## src/rtl/sram_arbiter_pkg.sv

```systemverilog
// Shared types and constants for the fetch/data SRAM arbiter.
// The optional starvation guard is enabled with SRAM_ARB_STARVE_GUARD_EN.
package sram_arbiter_pkg;

  // Port whose access is in flight, so that the response goes back to it.
  typedef enum logic [1:0] {
    RSP_NONE = 2'd0,
    RSP_IF   = 2'd1,
    RSP_D    = 2'd2
  } rsp_owner_t;

  localparam logic [3:0]  SRAM_BEN_IDLE  = 4'hF;
  localparam logic [31:0] ADDR_WORD_MASK = 32'hFFFF_FFFC;

  // Width of a counter that must be able to hold the value limit.
  function automatic int unsigned starve_cnt_w(input int unsigned limit);
    return (limit < 1) ? 1 : $clog2(limit + 1);
  endfunction

endpackage

```

## src/rtl/sram_arbiter_if.sv

```systemverilog
// Bundle of the two core memory ports and the SRAM macro pins.
// The arbiter takes the slave view; the core and SRAM side take the master view.
interface sram_arbiter_if;

  logic        if_req;
  logic [31:0] if_addr;
  logic        if_gnt;
  logic        if_rvalid;
  logic [31:0] if_rdata;

  logic        d_req;
  logic        d_we;
  logic [3:0]  d_be;
  logic [31:0] d_addr;
  logic [31:0] d_wdata;
  logic        d_gnt;
  logic        d_rvalid;
  logic [31:0] d_rdata;

  logic        sram_cen;
  logic        sram_wen;
  logic [3:0]  sram_ben;
  logic [31:0] sram_addr;
  logic [31:0] sram_din;
  logic [31:0] sram_dout;

  modport slave (
    input  if_req, if_addr,
    output if_gnt, if_rvalid, if_rdata,
    input  d_req, d_we, d_be, d_addr, d_wdata,
    output d_gnt, d_rvalid, d_rdata,
    output sram_cen, sram_wen, sram_ben, sram_addr, sram_din,
    input  sram_dout
  );

  modport master (
    output if_req, if_addr,
    input  if_gnt, if_rvalid, if_rdata,
    output d_req, d_we, d_be, d_addr, d_wdata,
    input  d_gnt, d_rvalid, d_rdata,
    input  sram_cen, sram_wen, sram_ben, sram_addr, sram_din,
    output sram_dout
  );

endinterface

```

## src/rtl/sram_arb_starve.sv

```systemverilog
// Fetch starvation counter: asserts o_force_if once a pending fetch has lost
// STARVE_LIMIT consecutive cycles to data. Used only with SRAM_ARB_STARVE_GUARD_EN.
module sram_arb_starve
  import sram_arbiter_pkg::*;
#(
  parameter int unsigned STARVE_LIMIT = 4
) (
  input  logic clk,
  input  logic rst_n,
  input  logic i_if_req,
  input  logic i_if_gnt,
  input  logic i_d_gnt,
  output logic o_force_if
);

  localparam int unsigned CW = starve_cnt_w(STARVE_LIMIT);
  localparam logic [CW-1:0] LIMIT_V = CW'(STARVE_LIMIT);

  logic [CW-1:0] r_starve_q;
  logic [CW-1:0] w_starve_next;

  always_comb begin
    w_starve_next = r_starve_q;
    if (!i_if_req || i_if_gnt) begin
      w_starve_next = '0;
    end else if (i_d_gnt && (r_starve_q != LIMIT_V)) begin
      // Saturate so a misbehaving requester cannot wrap the counter.
      w_starve_next = r_starve_q + 1'b1;
    end
  end

  always_ff @(posedge clk) begin
    if (!rst_n) begin
      r_starve_q <= '0;
    end else begin
      r_starve_q <= w_starve_next;
    end
  end

  assign o_force_if = (r_starve_q == LIMIT_V);

endmodule

```

## src/rtl/sram_arbiter.sv

```systemverilog
// Single-port SRAM arbiter between instruction fetch and load/store, data first.
// Define SRAM_ARB_STARVE_GUARD_EN to let a starved fetch win after STARVE_LIMIT losses.
module sram_arbiter
  import sram_arbiter_pkg::*;
#(
  parameter int unsigned STARVE_LIMIT = 4
) (
  input  logic          clk,
  input  logic          rst_n,
  sram_arbiter_if.slave bus
);

  if (STARVE_LIMIT < 1) begin : g_limit_check
    $error("STARVE_LIMIT must be at least 1");
  end

  rsp_owner_t  r_rsp_q;
  rsp_owner_t  w_rsp_next;
  logic        r_run;
  logic        w_active;
  logic        w_force_if;
  logic        w_d_win;
  logic        w_if_win;
  logic        w_cen;
  logic        w_wen;
  logic [3:0]  w_ben;
  logic [31:0] w_addr;
  logic [31:0] w_din;

`ifdef SRAM_ARB_STARVE_GUARD_EN
  sram_arb_starve #(
    .STARVE_LIMIT (STARVE_LIMIT)
  ) u_starve (
    .clk        (clk),
    .rst_n      (rst_n),
    .i_if_req   (bus.if_req),
    .i_if_gnt   (w_if_win),
    .i_d_gnt    (w_d_win),
    .o_force_if (w_force_if)
  );
`else
  assign w_force_if = 1'b0;
`endif

  // Grants need reset low-free now and sampled high at the previous edge.
  assign w_active = rst_n & r_run;

  always_comb begin
    w_d_win    = w_active & bus.d_req & ~(w_force_if & bus.if_req);
    w_if_win   = w_active & bus.if_req & ~w_d_win;
    w_cen      = 1'b1;
    w_wen      = 1'b1;
    w_ben      = SRAM_BEN_IDLE;
    w_addr     = '0;
    w_din      = '0;
    w_rsp_next = RSP_NONE;
    if (w_d_win) begin
      w_cen      = 1'b0;
      w_wen      = ~bus.d_we;
      w_ben      = ~bus.d_be;
      w_addr     = bus.d_addr & ADDR_WORD_MASK;
      w_din      = bus.d_wdata;
      w_rsp_next = RSP_D;
    end else if (w_if_win) begin
      w_cen      = 1'b0;
      w_wen      = 1'b1;
      w_ben      = 4'h0;
      w_addr     = bus.if_addr & ADDR_WORD_MASK;
      w_din      = bus.d_wdata;
      w_rsp_next = RSP_IF;
    end
  end

  always_ff @(posedge clk) begin
    if (!rst_n) begin
      r_rsp_q <= RSP_NONE;
      r_run   <= 1'b0;
    end else begin
      r_rsp_q <= w_rsp_next;
      r_run   <= 1'b1;
    end
  end

  assign bus.if_gnt    = w_if_win;
  assign bus.d_gnt     = w_d_win;
  assign bus.sram_cen  = w_cen;
  assign bus.sram_wen  = w_wen;
  assign bus.sram_ben  = w_ben;
  assign bus.sram_addr = w_addr;
  assign bus.sram_din  = w_din;

  // The SRAM registers its output, so the owner captured last cycle qualifies it.
  assign bus.if_rvalid = rst_n & (r_rsp_q == RSP_IF);
  assign bus.d_rvalid  = rst_n & (r_rsp_q == RSP_D);
  assign bus.if_rdata  = bus.sram_dout;
  assign bus.d_rdata   = bus.sram_dout;

endmodule

```

## src/flat_wrapper.sv

```systemverilog
// flat-port wrapper written by rule: the top's interface ports become plain ports
module sram_arbiter_flat import sram_arbiter_pkg::*;
#(
  parameter int unsigned STARVE_LIMIT = 4
)
  (clk, rst_n, bus_if_req, bus_if_addr, bus_if_gnt, bus_if_rvalid, bus_if_rdata, bus_d_req, bus_d_we, bus_d_be, bus_d_addr, bus_d_wdata, bus_d_gnt, bus_d_rvalid, bus_d_rdata, bus_sram_cen, bus_sram_wen, bus_sram_ben, bus_sram_addr, bus_sram_din, bus_sram_dout);
  sram_arbiter_if bus_i ();
  input  logic clk;
  input  logic rst_n;
  input wire logic [$bits(bus_i.if_req)-1:0] bus_if_req;
  input wire logic [$bits(bus_i.if_addr)-1:0] bus_if_addr;
  output wire logic [$bits(bus_i.if_gnt)-1:0] bus_if_gnt;
  output wire logic [$bits(bus_i.if_rvalid)-1:0] bus_if_rvalid;
  output wire logic [$bits(bus_i.if_rdata)-1:0] bus_if_rdata;
  input wire logic [$bits(bus_i.d_req)-1:0] bus_d_req;
  input wire logic [$bits(bus_i.d_we)-1:0] bus_d_we;
  input wire logic [$bits(bus_i.d_be)-1:0] bus_d_be;
  input wire logic [$bits(bus_i.d_addr)-1:0] bus_d_addr;
  input wire logic [$bits(bus_i.d_wdata)-1:0] bus_d_wdata;
  output wire logic [$bits(bus_i.d_gnt)-1:0] bus_d_gnt;
  output wire logic [$bits(bus_i.d_rvalid)-1:0] bus_d_rvalid;
  output wire logic [$bits(bus_i.d_rdata)-1:0] bus_d_rdata;
  output wire logic [$bits(bus_i.sram_cen)-1:0] bus_sram_cen;
  output wire logic [$bits(bus_i.sram_wen)-1:0] bus_sram_wen;
  output wire logic [$bits(bus_i.sram_ben)-1:0] bus_sram_ben;
  output wire logic [$bits(bus_i.sram_addr)-1:0] bus_sram_addr;
  output wire logic [$bits(bus_i.sram_din)-1:0] bus_sram_din;
  input wire logic [$bits(bus_i.sram_dout)-1:0] bus_sram_dout;
  assign bus_i.if_req = bus_if_req;
  assign bus_i.if_addr = bus_if_addr;
  assign bus_if_gnt = bus_i.if_gnt;
  assign bus_if_rvalid = bus_i.if_rvalid;
  assign bus_if_rdata = bus_i.if_rdata;
  assign bus_i.d_req = bus_d_req;
  assign bus_i.d_we = bus_d_we;
  assign bus_i.d_be = bus_d_be;
  assign bus_i.d_addr = bus_d_addr;
  assign bus_i.d_wdata = bus_d_wdata;
  assign bus_d_gnt = bus_i.d_gnt;
  assign bus_d_rvalid = bus_i.d_rvalid;
  assign bus_d_rdata = bus_i.d_rdata;
  assign bus_sram_cen = bus_i.sram_cen;
  assign bus_sram_wen = bus_i.sram_wen;
  assign bus_sram_ben = bus_i.sram_ben;
  assign bus_sram_addr = bus_i.sram_addr;
  assign bus_sram_din = bus_i.sram_din;
  assign bus_i.sram_dout = bus_sram_dout;
  sram_arbiter #(.STARVE_LIMIT(STARVE_LIMIT)) u_core (.clk(clk), .rst_n(rst_n), .bus(bus_i));
endmodule
```

## config.mk

```make
export PLATFORM = sky130hd
export DESIGN_NAME = sram_arbiter_flat
export DESIGN_NICKNAME = d
export VERILOG_FILES = /design/src/rtl/sram_arbiter_pkg.sv /design/src/rtl/sram_arbiter_if.sv /design/src/rtl/sram_arb_starve.sv /design/src/rtl/sram_arbiter.sv /design/src/flat_wrapper.sv
export SDC_FILE = /design/constraint.sdc
export NUM_CORES = 1
export LEC_CHECK = 0
export CORE_AREA = 2 2 107 109
export CTS_CLUSTER_SIZE = 16
export DETAILED_ROUTE_END_ITERATION = 10
export DIE_AREA = 0 0 109 111
export PLACE_DENSITY_LB_ADDON = 0.08
export SLEW_MARGIN = 20
export SYNTH_ARGS = -nofsm -noshare
export SYNTH_HDL_FRONTEND = slang
export SYNTH_SLANG_ARGS = --single-unit
export TNS_END_PERCENT = 20
```

## constraint.sdc

```tcl
create_clock -name clk -period 2.4 [get_ports clk]
set_input_delay 0.72 -clock clk [delete_from_list [all_inputs] [get_ports clk]]
set_output_delay 0.72 -clock clk [all_outputs]
set_load 0.1 [all_outputs]
```

==> impl_metrics.env <==
export IMPL_grt_ovfl_total=0
export IMPL_wl_met3_um=785
export IMPL_irDropWorstVdd_mv=0.241
export IMPL_hold_end="u_core.r_rsp_q[1]"
export IMPL_antenna_found_initial=0
export IMPL_fin_crit_ns=2.39
export IMPL_die_w_um=109
export IMPL_synth_edf_count=0
export IMPL_setup_tns_ns=0
export IMPL_worst_slack_ns=0.0142
export IMPL_pre_cts_slack_ns=-0.444
export IMPL_grt_first_pass_wirelength_um=10100
export IMPL_holdCritStartpoint="u_core.r_run"
export IMPL_highest_layer="met4"
export IMPL_cts_tree="done"
export IMPL_cp_slowest_cell="clkdlybuf4s50_1"
export IMPL_vias_per_cell=3.80
export IMPL_critical_path_class="input port to output port"
export IMPL_cts_sinks=3
export IMPL_syn_area_um2=1480
export IMPL_cp_start_kind="input port"
export IMPL_io_buffers=172
export IMPL_rows=39
export IMPL_hp_class="flip-flop to flip-flop"
export IMPL_wl_met1_um=2300
export IMPL_clock_latency_ns=0.22
export IMPL_power_density_nw_per_um2=297
export IMPL_endpoint_kind="output port"
export IMPL_drive_above_1_share=0.484
export IMPL_hold_violations=0
export IMPL_ys_seq_area_frac=0.0405
export IMPL_fin_nets=483
export IMPL_clockBufferDepth=2
export IMPL_wl_um=6990
export IMPL_fp_dieH_um=111
export IMPL_outcome="completed"
export IMPL_cts_buffers=3
export IMPL_yosysWarnings=0
export IMPL_dr_wl_met2_um=3810
export IMPL_yosysMostFrequentCell="buf_4"
export IMPL_avgSynthCellArea_um2=6.50
export IMPL_synth_top_cell_area_share=0.339
export IMPL_report_final_slew_viol_count=0
export IMPL_synth_ff_type="dfxtp_1"
export IMPL_routedWlPerCell_um=14.3
export IMPL_cts_root_buf="clkbuf_16"
export IMPL_drc=0
export IMPL_async_flop_share=0
export IMPL_rsz0062_at_grt="yes"
export IMPL_h_tree_depth=1
export IMPL_holdBufCountCts=0
export IMPL_pin_count=275
export IMPL_finalSetupViolations=0
export IMPL_firstDrtPassIters=4
export IMPL_required_ns=1.68
export IMPL_fin_skew_ns=0.00408
export IMPL_path_clk_slew_ns=0.03
export IMPL_ant_nets=0
export IMPL_yosys_top_cells_area="buf_4 (34%), nand3b_1 (15%), and2_1 (14%)"
export IMPL_ys_seq_elements=3
export IMPL_cts_setup_buffers=0
export IMPL_min_delay_path_depth=1
export IMPL_drtIter0Drc=57
export IMPL_post_dp_hpwl_um=5610
export IMPL_synth_cells=228
export IMPL_grt_usage=0.106
export IMPL_path_depth=4
export IMPL_yosys_top_cells_count="buf_4 (67), nand2_1 (36), and2_1 (32), a21oi_1 (30), nand3b_1 (30)"
export IMPL_n_antenna_cell=0
export IMPL_path_max_fanout=1
export IMPL_ys_types=18
export IMPL_cpPeakStageDelay_ns=0.46
export IMPL_place_gp_congestion=0.691
export IMPL_cap_violations=0
export IMPL_vias=1853
export IMPL_reg2reg_from="u_core.r_run"
export IMPL_start_util=0.134
export IMPL_clock_fmax_ghz=0.419
export IMPL_r2r_end="u_core.r_rsp_q[0]"
export IMPL_grt_max_degree=26
export IMPL_yosysTopAreaCell="buf_4"
export IMPL_syn2layout_area_growth_pct=180
export IMPL_cpLargestDelayFamily="buffers and inverters"
export IMPL_power_leakage_nw=1.65
export IMPL_final_period_utilization=0.994
export IMPL_crit_buf_inv=2
export IMPL_grt_pass1_vias=1910
export IMPL_coreArea_um2=11100
export IMPL_regToRegSetupSlack_ns=1.49
export IMPL_critPathArrivalTime_ns=1.67
export IMPL_reg2regPathDepth=3
export IMPL_die_area_um2=12100
export IMPL_crit_chain="clkdlybuf4s50_1 -> nand3b_1 -> a21oi_2 -> buf_12"
## final cells by class
| class | count | area, µm² |
|---|---|---|
| tap | 143 | 179 |
| clock buffer | 4 | 78.8 |
| sequential | 3 | 60.1 |
| timing repair buffer | 194 | 2750 |
| multi-input combinational | 143 | 1080 |
| inverter | 1 | 3.75 |
| fill | 1104 | 6920 |
## sequential cells by signal, summed over array words and instances, names as in the netlist
| name | count |
|---|---|
| u_core.r_run | 1 |
| u_core.r_rsp_q | 2 |
## power by group
part           switching, mW  internal, mW  total (mW)
clock                 0.0421         0.219       0.261
combinational          0.507         0.411       0.918
sequential           0.00184        0.0523      0.0542
## worst max-delay path by stage
stage,start,to
2_1_floorplan,bus_d_req,bus_sram_addr[11]
3_3_place_gp,bus_if_req,bus_sram_ben[0]
3_5_place_dp,bus_if_req,bus_sram_ben[0]
4_1_cts,rst_n,bus_sram_din[21]
5_1_grt,bus_if_addr[6],bus_sram_addr[6]
6_report,bus_if_addr[8],bus_sram_addr[8]
## logic make-up (layout without fill, tap and decap cells)
group                  after synthesis  count (layout)  synth area share
other                                1               2           0.00253
AO/OA/AOI/OAI                       35              35             0.133
flip-flops                           3               3            0.0405
AND/OR/NAND/NOR                    106             106             0.408
buffers and inverters               83             199             0.415
## through the flow
stage | hold slack, ns | power, mW | cell area (µm²) | instances | utilization
3_5_place_dp | 0.574 | 0.940 | 3880 | 480 | 0.350
3_3_place_gp | 0.574 | 0.938 | 3880 | 480 | 0.350
4_1_cts | 0.582 | 1.22 | 3990 | 485 | 0.360
2_1_floorplan | 0.543 | 1.03 | 1680 | 229 | -
6_report | 0.582 | 1.23 | 4160 | 488 | 0.375
5_1_grt | 0.611 | 1.29 | 4160 | 488 | 0.375
## timing repair
item                       CTS  global route
setup endpoints to repair   72            66
pin swaps                   15            14
gates cloned                 1             3
resized for setup           12            44
## cells in the final DEF, fill, tap and decap left out
cell type	instances
inv_1	1
dfxtp_1	3
conb_1	2
nand2_1	35
nand2b_4	1
nor2_1	1
and3_1	1
clkbuf_1	1
buf_16	1
and2_4	30
clkdlybuf4s50_1	90
buf_12	77
buf_4	11
and3_2	1
a21oi_4	9
and3b_1	1
clkbuf_16	5
and2_1	2
buf_2	1
nor2_2	2
buf_6	5
dlymetal6s2s_1	7
a21o_1	4
nand3b_1	30
nand2_2	2
a21oi_2	21
o211a_4	1
## per-layer routing
layer,global-route usage,vias to the layer above
met4,0.0231,0
li1,-,906
met5,0,-
met2,0.203,98
met3,0.0388,16
met1,0.105,833
No activity file was read; power rests on OpenSTA's default activity.
